## src/rtl/hash_byte_feeder.sv

```systemverilog
// Byte feeder for the byte-serial hash core: buffers {last, byte} entries in a FIFO
// and replays them one message at a time over start / F_dr / F_rtr / End_Of_File.
module hash_byte_feeder #(
    parameter int DEPTH = 16,
    parameter int LEN_W = 32
) (
    input  logic             clk,
    input  logic             rst,
    input  logic [7:0]       in_byte,
    input  logic             in_last,
    input  logic             in_valid,
    output logic             in_ready,
    output logic             start,
    output logic [7:0]       Byte,
    output logic             F_dr,
    output logic             End_Of_File,
    input  logic             F_rtr,
    input  logic             H_ready,
    output logic [LEN_W-1:0] msg_len,
    output logic             len_valid,
    output logic             busy,
    output logic [1:0]       state_dbg
);
    localparam int AW = $clog2(DEPTH);
    localparam int CW = AW + 1;

    typedef enum logic [1:0] {
        IDLE      = 2'd0,
        START     = 2'd1,
        STREAM    = 2'd2,
        WAIT_HASH = 2'd3
    } state_t;

    state_t           state_q, state_d;
    logic [8:0]       mem_q [DEPTH];
    logic [AW-1:0]    wr_ptr_q, wr_ptr_d;
    logic [AW-1:0]    rd_ptr_q, rd_ptr_d;
    logic [CW-1:0]    count_q, count_d;
    logic [LEN_W-1:0] cnt_q, cnt_d;
    logic [LEN_W-1:0] msg_len_q, msg_len_d;
    logic             len_valid_q, len_valid_d;

    logic       push;
    logic       pop;
    logic       fifo_empty;
    logic [8:0] head;

    // Handshakes: an input byte moves on in_valid & in_ready; a byte moves to the core
    // on F_dr & F_rtr. Valid never waits on ready, and a stalled offer is held stable.
    assign fifo_empty = (count_q == '0);
    assign head       = mem_q[rd_ptr_q];
    assign in_ready   = (count_q != CW'(DEPTH));
    assign push       = in_valid & in_ready;

    assign start       = (state_q == START);
    assign F_dr        = (state_q == STREAM) && !fifo_empty;
    assign End_Of_File = F_dr & head[8];
    assign Byte        = fifo_empty ? 8'h00 : head[7:0];
    assign pop         = F_dr & F_rtr;

    assign msg_len   = msg_len_q;
    assign len_valid = len_valid_q;
    assign busy      = (state_q != IDLE);
    assign state_dbg = state_q;

    always_comb begin
        wr_ptr_d = wr_ptr_q;
        rd_ptr_d = rd_ptr_q;
        count_d  = count_q;
        if (push) begin
            wr_ptr_d = wr_ptr_q + AW'(1);
        end
        if (pop) begin
            rd_ptr_d = rd_ptr_q + AW'(1);
        end
        case ({push, pop})
            2'b10:   count_d = count_q + CW'(1);
            2'b01:   count_d = count_q - CW'(1);
            default: count_d = count_q;
        endcase
    end

    always_comb begin
        state_d     = state_q;
        cnt_d       = cnt_q;
        msg_len_d   = msg_len_q;
        len_valid_d = 1'b0;
        case (state_q)
            IDLE: begin
                if (!fifo_empty) begin
                    state_d = START;
                end
            end
            START: begin
                cnt_d   = '0;
                state_d = STREAM;
            end
            STREAM: begin
                if (pop) begin
                    // Saturate rather than wrap so an oversized message reports the maximum.
                    cnt_d = (cnt_q == '1) ? cnt_q : cnt_q + LEN_W'(1);
                    if (End_Of_File) begin
                        state_d = WAIT_HASH;
                    end
                end
            end
            WAIT_HASH: begin
                if (H_ready) begin
                    msg_len_d   = cnt_q;
                    len_valid_d = 1'b1;
                    state_d     = IDLE;
                end
            end
            default: state_d = IDLE;
        endcase
    end

    always_ff @(posedge clk) begin
        if (rst) begin
            state_q     <= IDLE;
            wr_ptr_q    <= '0;
            rd_ptr_q    <= '0;
            count_q     <= '0;
            cnt_q       <= '0;
            msg_len_q   <= '0;
            len_valid_q <= 1'b0;
        end else begin
            state_q     <= state_d;
            wr_ptr_q    <= wr_ptr_d;
            rd_ptr_q    <= rd_ptr_d;
            count_q     <= count_d;
            cnt_q       <= cnt_d;
            msg_len_q   <= msg_len_d;
            len_valid_q <= len_valid_d;
        end
    end

    // Storage needs no reset; the pointers and count define what is live.
    always_ff @(posedge clk) begin
        if (!rst && push) begin
            mem_q[wr_ptr_q] <= {in_last, in_byte};
        end
    end

endmodule

```

## config.mk

```make
export PLATFORM = sky130hd
export DESIGN_NAME = hash_byte_feeder
export DESIGN_NICKNAME = d
export VERILOG_FILES = /design/src/rtl/hash_byte_feeder.sv
export SDC_FILE = /design/constraint.sdc
export NUM_CORES = 1
export LEC_CHECK = 0
export BUFFER_PORTS_ARGS = -buffer_cell sky130_fd_sc_hd__buf_2
export CORE_ASPECT_RATIO = 1.75
export CORE_MARGIN = 10
export CORE_UTILIZATION = 50
export CTS_CLUSTER_SIZE = 12
export DETAILED_ROUTE_END_ITERATION = 16
export GPL_ROUTABILITY_DRIVEN = 0
export GPL_TIMING_DRIVEN = 1
export HOLD_SLACK_MARGIN = 0.03
export PLACE_DENSITY = 0.68
export SKIP_CTS_REPAIR_TIMING = 1
export SLEW_MARGIN = 0
export SYNTH_ARGS = -nofsm -noshare
export SYNTH_HDL_FRONTEND = slang
export SYNTH_SLANG_ARGS = --single-unit
```

## constraint.sdc

```tcl
create_clock -name clk -period 3.7 [get_ports clk]
set_clock_uncertainty 0.2 [all_clocks]
set_input_delay 0.74 -clock clk [delete_from_list [all_inputs] [get_ports clk]]
set_output_delay 0.74 -clock clk [all_outputs]
set_load 0.005 [all_outputs]
```

==> impl_metrics.yaml <==
detailed_routing:
  wl_per_cell_um: 21.28
  drtIter0Drc: 470
  wl_mm: 22.32
  vias_per_cell: 5.861
  drt_pass1_iterations: 5
  postRouteAntennaNets: 0
  vias: 6148
  drc: 0
global_routing:
  antenna_found_initial: 0
  top_usage_layer: "met2"
  grt_overflow: 0
  first_global_vias: 6284
  grt_usage_pct: 17.28
  grt_util_met2_pct: 33.35
  grt_pass1_wl_mm: 35.23
  use_met3_pct: 3.130
  grt_max_degree: 35
  met1_usage_pct: 18.76
flow_run:
  cap_violations: 0
worst_setup_path:
  path_max_fanout: 31
  crit_path_frequent_cell: "mux4_2"
  worstPathRequired_ns: 2.76
  worst_path_max_delay_cell: "mux4_2"
  slowest_delay_ns: 0.52
  crit_chain: "buf_12 -> mux4_2 -> mux4_2 -> nor2b_1 -> buf_2"
  crit_type: "reg -> out"
  start_kind: "register"
  cp-end-kind: "primary output"
  cp.arrival_ns: 2.55
synth:
  synth_top_family_by_area: "simple AND/OR/NAND/NOR gates"
  synth_fa_ha_area_share_pct: 2.176
  yosys.area_share.simple_pct: 13.29
  synth-xor-area-share_pct: 0.9176
  yosys.area.top_type: "edfxtp_1"
  syn_avg_cell_area_um2: 13.28
  synth_nets: 749
  synthTopCellsByArea: "edfxtp_1, dfxtp_1, mux4_2"
  synth-edff-count: 144
  yosysSeqAreaShare_pct: 62.92
  ys_warn_count: 0
  postSynthCellCount: 719
  syn_area_um2: 9545
  ys_seq_elements: 228
  synth-main-ff-cell: "edfxtp_1"
  synth_mux_area_share_pct: 11.15
  synth_compound_area_share_pct: 7.078
  synthArstFlopShare_pct: 0
  synth_cell_types: 60
  synthDominantCellAreaShare_pct: 45.30
power:
  report.power.total_mw: 5.390
  ir_drop_mv: 0.4294
  power.density_nw_per_um2: 495.9
  p_leak_nw: 3.616
die:
  ios: 62
  rows: 66
  die_area_um2: 25240
  start_util_pct: 51.15
  coreArea_um2: 18660
  die_h_um: 202.8
  fp.dieW_um: 124.4
status:
  status: "finished, final reports clean"
clocking:
  path_clk_slew_ns: 0.06
  clockBufferDepth: 3
  cts_tree: "built"
  root_buffer: "clkbuf_16"
  cts.sinks: 228
  htree_levels: 1
  numCtsBuffers: 23
  insertion_delay_ns: 0.51
timing:
  holdWs_ns: 0.2498
  finalSetupViolations: 0
  period_share_pct: 94.39
  finalHoldViolCount: 0
  finalMaxSlewViolations: 0
  fmax_mhz: 286.3
  fin_crit_ns: 3.492
  finalSetupTns_ns: 0
  slew_headroom_pct: 29.23
  worstMarginPinSlew_ns: 1.059
  rsz0062_at_grt: "no"
layout:
  fillCellCount: 1516
  layout_commonest_cell: "edfxtp_1"
  drive_gt1_share_pct: 21.45
  area_delta_synth_final_pct: 13.87
  layout.nets: 826
  seqCellArea_um2: 6010
  multi_input_area_um2: 3304
  final_cell_mix: "edfxtp_1, nand2_1, dfxtp_1"
  diodes: 0
placed_design:
  hpwlAfterDp_mm: 15.34
  portBuffers: 61
min_path:
  worstHoldPathType: "reg -> reg"
==> critical path: cells and delay by family, from the launching register on <==
family        cells  cell delay, ns
buf+inv           2            0.41
flops             1            0.45
mux               2            1.01
simple gates      1            0.17
==> layout make-up <==
class	instances	area share, %
inverters	14	0.4835
well taps	238	2.740
repair buffers	91	4.996
flip-flops and latches	228	55.29
clock inverters	2	0.1612
multi-input cells	438	30.40
clock buffers	38	5.928
==> per-stage QoR <==
stage          util [%]  instances  area [µm²]  setup WS [ns]
5_1_grt           58.24       1049       10870        0.09279
2_1_floorplan         -        719        9545         0.6463
4_1_cts           58.23       1049       10870        0.07392
6_report          58.24       1049       10870         0.2076
3_3_place_gp      54.68       1009       10200         0.5844
3_5_place_dp      54.68       1009       10200         0.4528
==> cell usage after synthesis (4+ instances only) <==
| library cell | n |
|---|---|
| nor3_1 | 10 |
| mux4_2 | 41 |
| buf_2 | 11 |
| clkbuf_1 | 23 |
| o21ai_0 | 7 |
| nor2b_1 | 13 |
| edfxtp_1 | 144 |
| dfxtp_1 | 84 |
| nand3_1 | 13 |
| nor4_1 | 4 |
| o31ai_1 | 17 |
| nand4_1 | 17 |
| ha_1 | 15 |
| xor2_1 | 7 |
| or3_1 | 6 |
| or4_1 | 19 |
| nand2_1 | 90 |
| a21oi_1 | 65 |
| mux2i_1 | 13 |
| nor2_1 | 47 |
| inv_1 | 14 |
==> power by group <==
part | switching [mW] | internal, mW | leakage (nW)
sequential | 0.0303 | 2.73 | 1.98
combinational | 0.346 | 0.196 | 1.32
clock | 0.903 | 1.18 | 0.322
==> worst paths after layout <==
| kind | slack, ns | to | from | depth (start not counted) |
|---|---|---|---|---|
| worst max register to register | 0.42 | count_q[4]$_SDFFE_PP0P_ | count_q[0]$_SDFFE_PP0P_ | 9 |
| worst min register to register | 0.25 | msg_len[20]$_SDFFE_PP0P_ | msg_len[20]$_SDFFE_PP0P_ | 2 |
| worst min-delay path | 0.25 | msg_len[20]$_SDFFE_PP0P_ | msg_len[20]$_SDFFE_PP0P_ | 2 |
| worst max-delay path | 0.21 | Byte[4] | register | 5 |
==> layer usage <==
metal / share of wire (%) / vias up
li1: - / 2880
met1: 36 / 3053
met2: 56 / 182
met3: 6.1 / 33
met4: 1.7 / 0
met5: 0 / -
==> cell families after synthesis <==
family / after synthesis
AO/OA/AOI/OAI: 110
XOR/XNOR: 10
adder cells (fa/ha/maj): 16
buffers and inverters: 53
flip-flops: 228
multiplexers: 55
AND/OR/NAND/NOR: 247
==> state kept, by name, summed over array words and instances (netlist names), named ones only <==
signal     count
wr_ptr_q       4
count_q        5
len_valid      1
cnt_q         32
mem_q        144
rd_ptr_q       4
msg_len       32
state_dbg      2
Power figures use the tool's default switching activity.
